$ cat src/rtl/mem_arb_pkg.sv
// Shared encodings and default sizing for the fetch / load-store memory port arbiter.
package mem_arb_pkg;

    localparam logic [1:0] ST_IDLE = 2'd0;
    localparam logic [1:0] ST_WAIT = 2'd1;
    localparam logic [1:0] ST_RESP = 2'd2;

    typedef enum logic [1:0] {
        S_IDLE = ST_IDLE,
        S_WAIT = ST_WAIT,
        S_RESP = ST_RESP
    } state_t;

    localparam logic OWN_IF = 1'b0;
    localparam logic OWN_LS = 1'b1;

    localparam int unsigned MEM_LAT_DEF    = 2;
    localparam int unsigned STARVE_MAX_DEF = 4;

    // Both the latency counter and the starvation counter cover the 1..15 range.
    localparam int unsigned CNT_W = 4;

endpackage

$ cat src/rtl/mem_arb_prio.sv
// Winner select between fetch and load/store, with the fetch starvation counter.
module mem_arb_prio
    import mem_arb_pkg::*;
#(
    parameter int unsigned STARVE_MAX = STARVE_MAX_DEF
) (
    input  logic clk,
    input  logic rst_n,
    input  logic if_req,
    input  logic ls_req,
    input  logic arb_en,
    output logic sel_if,
    output logic sel_ls
);

    logic [CNT_W-1:0] starve_cnt;
    logic             if_forced;

    always_comb begin
        if_forced = (starve_cnt == CNT_W'(STARVE_MAX));
        sel_ls    = arb_en && ls_req && !(if_req && if_forced);
        sel_if    = arb_en && if_req && !sel_ls;
    end

    // A load/store win over a waiting fetch implies !if_forced, so the count
    // stops at STARVE_MAX without a separate saturation test.
    // NOTE: sequential state uses non-blocking (<=) so every flop samples pre-edge values.
    always_ff @(posedge clk or negedge rst_n) begin
        if (!rst_n) begin
            starve_cnt <= '0;
        end else if (sel_if) begin
            starve_cnt <= '0;
        end else if (sel_ls && if_req) begin
            starve_cnt <= starve_cnt + 1'b1;
        end
    end

endmodule

$ cat src/rtl/mem_port_arbiter.sv
// Single-ported memory arbiter: one access in flight, fixed latency, response
// routed back to whichever side was granted.
module mem_port_arbiter
    import mem_arb_pkg::*;
#(
    parameter int unsigned ADDR_W     = 32,
    parameter int unsigned DATA_W     = 32,
    parameter int unsigned MEM_LAT    = MEM_LAT_DEF,
    parameter int unsigned STARVE_MAX = STARVE_MAX_DEF
) (
    input  logic                clk,
    input  logic                rst_n,
    input  logic                if_req,
    input  logic [ADDR_W-1:0]   if_addr,
    output logic                if_gnt,
    output logic                if_rvalid,
    output logic [DATA_W-1:0]   if_rdata,
    input  logic                ls_req,
    input  logic                ls_we,
    input  logic [ADDR_W-1:0]   ls_addr,
    input  logic [DATA_W-1:0]   ls_wdata,
    input  logic [DATA_W/8-1:0] ls_be,
    output logic                ls_gnt,
    output logic                ls_rvalid,
    output logic [DATA_W-1:0]   ls_rdata,
    output logic                mem_en,
    output logic                mem_we,
    output logic [ADDR_W-1:0]   mem_addr,
    output logic [DATA_W-1:0]   mem_wdata,
    output logic [DATA_W/8-1:0] mem_be,
    input  logic [DATA_W-1:0]   mem_rdata
);

    state_t           state, state_nxt;
    logic [CNT_W-1:0] lat_cnt, lat_cnt_nxt;
    logic             owner, owner_nxt;
    logic             owner_st, owner_st_nxt;
    logic             arb_en, sel_if, sel_ls, resp;

    // Grants only from IDLE and never while reset is held.
    assign arb_en = rst_n && (state == S_IDLE);

    mem_arb_prio #(
        .STARVE_MAX(STARVE_MAX)
    ) u_prio (
        .clk   (clk),
        .rst_n (rst_n),
        .if_req(if_req),
        .ls_req(ls_req),
        .arb_en(arb_en),
        .sel_if(sel_if),
        .sel_ls(sel_ls)
    );

    // NOTE: every always_comb output gets a default first so no latch is inferred.
    always_comb begin
        state_nxt    = state;
        lat_cnt_nxt  = lat_cnt;
        owner_nxt    = owner;
        owner_st_nxt = owner_st;
        unique case (state)
            S_IDLE: begin
                if (sel_if || sel_ls) begin
                    owner_nxt    = sel_ls ? OWN_LS : OWN_IF;
                    owner_st_nxt = sel_ls && ls_we;
                    if (MEM_LAT > 1) begin
                        state_nxt   = S_WAIT;
                        lat_cnt_nxt = CNT_W'(MEM_LAT - 1);
                    end else begin
                        state_nxt = S_RESP;
                    end
                end
            end
            S_WAIT: begin
                lat_cnt_nxt = lat_cnt - 1'b1;
                if (lat_cnt == CNT_W'(1)) begin
                    state_nxt = S_RESP;
                end
            end
            S_RESP:  state_nxt = S_IDLE;
            default: state_nxt = S_IDLE;
        endcase
    end

    // NOTE: only control state is reset; the data path is combinational and needs none.
    always_ff @(posedge clk or negedge rst_n) begin
        if (!rst_n) begin
            state    <= S_IDLE;
            lat_cnt  <= '0;
            owner    <= OWN_IF;
            owner_st <= 1'b0;
        end else begin
            state    <= state_nxt;
            lat_cnt  <= lat_cnt_nxt;
            owner    <= owner_nxt;
            owner_st <= owner_st_nxt;
        end
    end

    always_comb begin
        if_gnt    = sel_if;
        ls_gnt    = sel_ls;
        mem_en    = sel_if || sel_ls;
        mem_we    = sel_ls && ls_we;
        mem_addr  = '0;
        mem_wdata = '0;
        mem_be    = '0;
        if (sel_ls) begin
            mem_addr  = ls_addr;
            mem_wdata = ls_wdata;
            mem_be    = ls_be;
        end else if (sel_if) begin
            mem_addr = if_addr;
        end

        resp      = rst_n && (state == S_RESP);
        if_rvalid = resp && (owner == OWN_IF);
        ls_rvalid = resp && (owner == OWN_LS);
        if_rdata  = if_rvalid ? mem_rdata : '0;
        // Store completion carries no data.
        ls_rdata  = (ls_rvalid && !owner_st) ? mem_rdata : '0;
    end

endmodule

$ cat config.mk
export PLATFORM = sky130hd
export DESIGN_NAME = mem_port_arbiter
export DESIGN_NICKNAME = d
export VERILOG_FILES = /design/src/rtl/mem_arb_pkg.sv /design/src/rtl/mem_arb_prio.sv /design/src/rtl/mem_port_arbiter.sv
export SDC_FILE = /design/constraint.sdc
export NUM_CORES = 1
export LEC_CHECK = 0
export CAP_MARGIN = 20
export CORE_AREA = 8 8 99 101
export DETAILED_ROUTE_END_ITERATION = 8
export DIE_AREA = 0 0 107 109
export PLACE_DENSITY = 0.8
export SLEW_MARGIN = 20
export SYNTH_ARGS = -nofsm -noshare
export SYNTH_HDL_FRONTEND = slang
export SYNTH_SLANG_ARGS = --single-unit
$ cat constraint.sdc
create_clock -name clk -period 1.95 [get_ports clk]
set_input_delay 0.195 -clock clk [delete_from_list [all_inputs] [get_ports clk]]
set_output_delay 0.195 -clock clk [all_outputs]
set_load 0.01 [all_outputs]
# Word level (Yosys, flattened, before mapping)

Cells that the tools add are included.

Logic and storage cells: 50
Memories kept: 0
Bits in read-only memories: 0
RAM bits: 0
Register bits: 12
Input port bits: 137
Bits in latches: 0
Output and inout port bits: 138

Muxes and demuxes: 14
Bitwise gates (word level): 1
Shifts and indexed selects: 0
Div/mod/pow operators: 0
Magnitude comparators: 0
Equal/unequal tests: 6
Add/sub/neg operators: 2
Reductions and logical operators: 22
$mul: 0

Operator list:

| cell                | number |
|---|---|
| $mux 32             | 5 |
| $mux 4              | 4 |
| $logic_and 1x1->1   | 12 |
| $pmux 4 s2          | 1 |
| $reduce_and 2->1    | 3 |
| $add 4x1->4 const B | 1 |
| $eq 4x1->1 const B  | 1 |
| $eq 4x3->1 const B  | 1 |
| $mux 2              | 2 |
| $ne 2x2->1 const B  | 2 |
| $pmux 2 s2          | 1 |
| $reduce_bool 2->1   | 2 |
| $sub 4x1->4 const B | 1 |
| $logic_not 1->1     | 3 |
| $eq 2x1->1 const B  | 1 |
| $eq 2x2->1 const B  | 1 |
| $logic_not 2->1     | 1 |
| $logic_or 1x1->1    | 1 |
| $mux 1              | 1 |
| $not 1->1           | 1 |

# Logic depth before layout (Yosys ltp)

Gate-level depths: netlist (run 1).

Depth after elaboration: 9
Gate-level depth with buffers: 8
Gate-level depth less buffers: 6

# Modules after synthesis

From an unflattened synthesis (run 1), not the netlist that was laid out.

Cells, all modules: 214
Area total of the unflattened synthesis: 1677.9 um^2

Modules (own cells, without submodules):

| module           | seq. area each (um^2) | cells each | instances | area an instance (um^2) |
|---|---|---|---|---|
| mem_port_arbiter | 200.2                 | 190        | 1         | 1417.6 |
| mem_arb_prio     | 100.1                 | 24         | 1         | 260.2 |

# Worst setup path after synthesis (run 1)

Ideal clock, no wire load.

Path type: reg-to-output
Start point: reg u_prio.starve_cnt[0]
End point: out mem_addr[22]
Buffers on the path: 2
Cell stages (with the launch flop): 9
Arrival time: 1.537 ns
Required time: 1.755 ns
Slack: 0.218 ns
Cells stage by stage: dfrtp_1 > inv_1 > ha_1 > nand4b_1 > and2_1 > buf_2 > clkbuf_1 > nand2_1 > a21oi_1

Longest elaborated chain between the ends: 8

RTL lines:

| item                   | line                    | text |
|---|---|---|
| start, declared        | mem_arb_prio.sv:16      | `logic [CNT_W-1:0] starve_cnt;` |
| start signal, assigned | mem_arb_prio.sv:34      | `starve_cnt <= starve_cnt + 1'b1;` |
| $eq 4x3->1 *           | mem_arb_prio.sv:20      | `if_forced = (starve_cnt == CNT_W'(STARVE_MAX));` |
| $logic_and 1x1->1 *    | mem_arb_prio.sv:21      | `sel_ls = arb_en && ls_req && !(if_req && if_forced);` |
| $logic_not 1->1 *      | mem_arb_prio.sv:21      |  |
| $logic_and 1x1->1 *    | mem_arb_prio.sv:21      |  |
| $logic_not 1->1        | mem_arb_prio.sv:22      | `sel_if = arb_en && if_req && !sel_ls;` |
| $logic_and 1x1->1      | mem_arb_prio.sv:22      |  |
| $mux 32                | mem_port_arbiter.sv:112 | `end else if (sel_if) begin` |
| $mux 32 *              | mem_port_arbiter.sv:108 | `if (sel_ls) begin` |
| end, declared          | mem_port_arbiter.sv:28  | `output logic [ADDR_W-1:0] mem_addr,` |

Every way passes the cells marked *; elsewhere a longest branch is shown, timed or not.

# Worst setup path in the final report (run 1)

Start point: reg u_prio.starve_cnt[1]
End point: out mem_addr[14]

Same word-level chain as after synthesis.

==> results_dict.tcl, run 1 <==
set metrics [dict create \
    synth_warnings 0 \
    yosysUniqueCellTypes 30 \
    cts_tree "done" \
    rr_worst_depth 10 \
    antenna_found_initial 3 \
    whs_ns 0.0475 \
    slowest_stage "dfrtp_1" \
    wl_microns 15500 \
    critical_path_class "reg2out" \
    synth_top_family_by_area "simple AND/OR/NAND/NOR gates" \
    core_sq_um 8380 \
    port_buffers 274 \
    vias 3374 \
    synthFlopType "dfrtp_1" \
    clockBufferDepth 2 \
    violations "negative setup slack" \
    drive_above_1_share 0.440 \
    viasPerCell 4.68 \
    wl_per_cell_microns 21.5 \
    gp_congestion 0.844 \
    startpoint "u_prio.starve_cnt[1]" \
    max_stage_delay_ns 0.38 \
    synth_compound_area_frac 0.130 \
    fin_nets 755 \
    synth.mux.area_fraction 0 \
    avgSynthCellArea_sq_um 6.21 \
    worstSetupPathDepth 11 \
    worst_ep_arrival_time_ns 1.99 \
    crit_family "buffers and inverters" \
    placedCellCount 671 \
    remaining_drc_errors 0 \
    rsz0062_at_grt "yes" \
    r2r_start "u_prio.starve_cnt[1]" \
    cts_hold_buf 0 \
    status "complete, but fails checks" \
    leakagePower_nw 2.63 \
    crit_top_cell "buf_12" \
    r2r-end "owner_st" \
    boundaryPins 275 \
    tightest_slew_ns 0.387 \
    r2r_setup_slack_ns 0.15 \
    crit_fanout 4 \
    initial_core_util 0.218 \
    grt_pass1_wl_microns 21500 \
    finalSetupViolations 70 \
    async_reset_ff_frac 1.00 \
    die_width_microns 107 \
    fp-row-count 34 \
    first_pass_iters 7 \
    worstSetupStartpointType "flop" \
    grt_usage 0.242 \
    cts_sinks 12 \
    worst_slack_ns -0.233 \
    slew_violations 0 \
    netlist_area_sq_um 1830 \
    synthXorXnorAreaFrac 0.00960 \
    grt_pass1_vias 3631 \
    period_needed_ns 2.18 \
    hold_violations 0 \
    syn_inst 294 \
    grt_max_degree 37 \
    drv_cap 0 \
    synthSimpleGateAreaFrac 0.596 \
    crit_chain "inv_1 -> ha_2 -> nand4b_1 -> nand2_2 -> buf_6 -> buf_12 -> buf_16 -> buf_12 -> nand3_1 -> a21oi_2 -> buf_2" \
    finalCritPeriodShare 1.12 \
    cp-endpoint "mem_addr[14]" \
    hold_class "in2async" \
    ys_seq_area_frac 0.164 \
    worst_ir_drop_vdd_uv 288 \
    clock.fmax_mhz 458 \
    synthAdderAreaFrac 0.0274 \
    overflow 0 \
    tns_ns -8.73 \
    clockRootBuffer "clkbuf_8" \
    power.density_nw_per_um2 622 \
    die_area_sq_um 11700 \
    ant_nets 0 \
    syn_to_final_growth_pct 197 \
    antenna_cells 0 \
    die_y_microns 109 \
    clk_pin_slew_ns 0.06 \
    end_kind "output port" \
    synth_seq_cells 12 \
    drt-initial-drc-count 139 \
    finalClockSkew_ns 0.00214 \
    cp.required_ns 1.75 \
    max_slew_margin 0.742 \
    syn_nets 435 \
    hpwl_microns 11200 \
    clk_latency_ns 0.25 \
    synth_edf_count 0 \
    h-tree-depth 1 \
    final_cells 721 \
    path_buf_inv 6 \
    numCtsBuffers 3 \
]
-- synthesized netlist by cell type (all sizes together), types with 2 or more instances --
master / count / share of area
o21ai: 5 / 0.014
nor3: 2 / 0.0055
and2: 102 / 0.35
nand3: 34 / 0.093
nor2: 6 / 0.014
buf: 6 / 0.016
o22ai: 2 / 0.0069
a21oi: 35 / 0.096
dfrtp: 12 / 0.16
inv: 6 / 0.012
nand2: 43 / 0.088
a22o: 2 / 0.0096
clkbuf: 21 / 0.044
ha: 4 / 0.027
nand2b: 2 / 0.0069
-- through the flow --
step / instance area [sq um] / setup slack [ns] / utilization / power [mW]
floorplan: 1830 / 0.218 / - / 1.27
global placement: 4830 / -0.475 / 0.576 / 2.38
detailed placement: 4830 / -0.480 / 0.576 / 2.45
CTS: 5400 / -0.188 / 0.644 / 3.28
global route: 5430 / -0.344 / 0.648 / 3.60
finish: 5430 / -0.233 / 0.648 / 3.38
-- state kept, by name, summed over array words and instances, names as in the netlist --
name	flops
lat_cnt	4
u_prio.starve_cnt	4
owner_st	1
owner	1
state	2
-- repair_timing --
action / in CTS / in global routing
cloned: 13 / 4
buffers inserted: 28 / 9
resized for setup: 513 / 153
endpoints found under the setup margin: 137 / 134
pin swaps: 56 / 25
-- cell type report --
class | count | area [sq um]
timing repair buffer | 342 | 3300
sequential | 12 | 300
clock buffer | 4 | 55.1
multi-input combinational | 249 | 1610
tap | 108 | 135
inverter | 6 | 22.5
fill | 700 | 2950
-- report_power, final --
| group | switching (mW) | internal (mW) | leakage [nW] |
|---|---|---|---|
| Sequential | 0.0790 | 0.361 | 0.147 |
| Clock | 0.105 | 0.179 | 0.0288 |
| Combinational | 1.13 | 1.52 | 2.46 |
| Total | 1.31 | 2.06 | 2.63 |
-- layout by cell type, fill, tap and decap left out, types with 3 or more instances in the layout --
cell type and count:
and2_1 60, buf_16 9, buf_2 60, clkbuf_16 3, buf_12 12, clkbuf_2 35
clkdlybuf4s50_1 136, a21oi_1 28, a21oi_2 7, ha_1 3, buf_8 3, inv_1 6
nand3_1 29, buf_6 59, o21ai_0 5, nand2_1 41, nor2_1 4, clkbuf_8 4
dfrtp_1 12, buf_4 22, nand3_2 3, and2_4 42
-- worst reg2reg max path, stage by stage (launching register included) --
cell and delay, ns:
dfrtp_1 0.38, inv_1 0.06, ha_2 0.17, nand4b_1 0.15, nand2_2 0.16, buf_6 0.12
nor2_4 0.04, buf_12 0.14, buf_16 0.13, buf_4 0.13, a22o_1 0.21
-- layer usage --
layer	routed length [microns]	GRT usage
met1	5430	0.236
met2	8150	0.466
met3	1460	0.0904
met4	401	0.0633
met5	41	0
-- worst min-delay path by stage --
stage	depth (start not counted)	to	start
2_1_floorplan	0	lat_cnt[0]	rst_n
5_1_grt	2	state[0]	rst_n
3_3_place_gp	1	lat_cnt[3]	lat_cnt[3]
4_1_cts	2	state[0]	rst_n
3_5_place_dp	1	lat_cnt[3]	lat_cnt[3]
6_report	2	state[0]	rst_n
-- cell families (layout without fill, tap and decap cells) --
group,after synthesis,after routing
buf+inv,33,352
fa+ha+maj,4,4
flops,12,12
compound gates,45,45
simple gates,198,198
xor+xnor,2,2
Power figures use the tool's default switching activity.
==> run 2: changes to the inputs <==
--- a/config.mk
+++ b/config.mk
@@ -5,7 +5,6 @@
 export SDC_FILE = /design/constraint.sdc
 export NUM_CORES = 1
 export LEC_CHECK = 0
-export CAP_MARGIN = 20
 export CORE_AREA = 8 8 99 101
 export DETAILED_ROUTE_END_ITERATION = 8
 export DIE_AREA = 0 0 107 109
==> results of run 2 <==
Same layout as run 1: the final DEF is identical, and so are final timing and power.
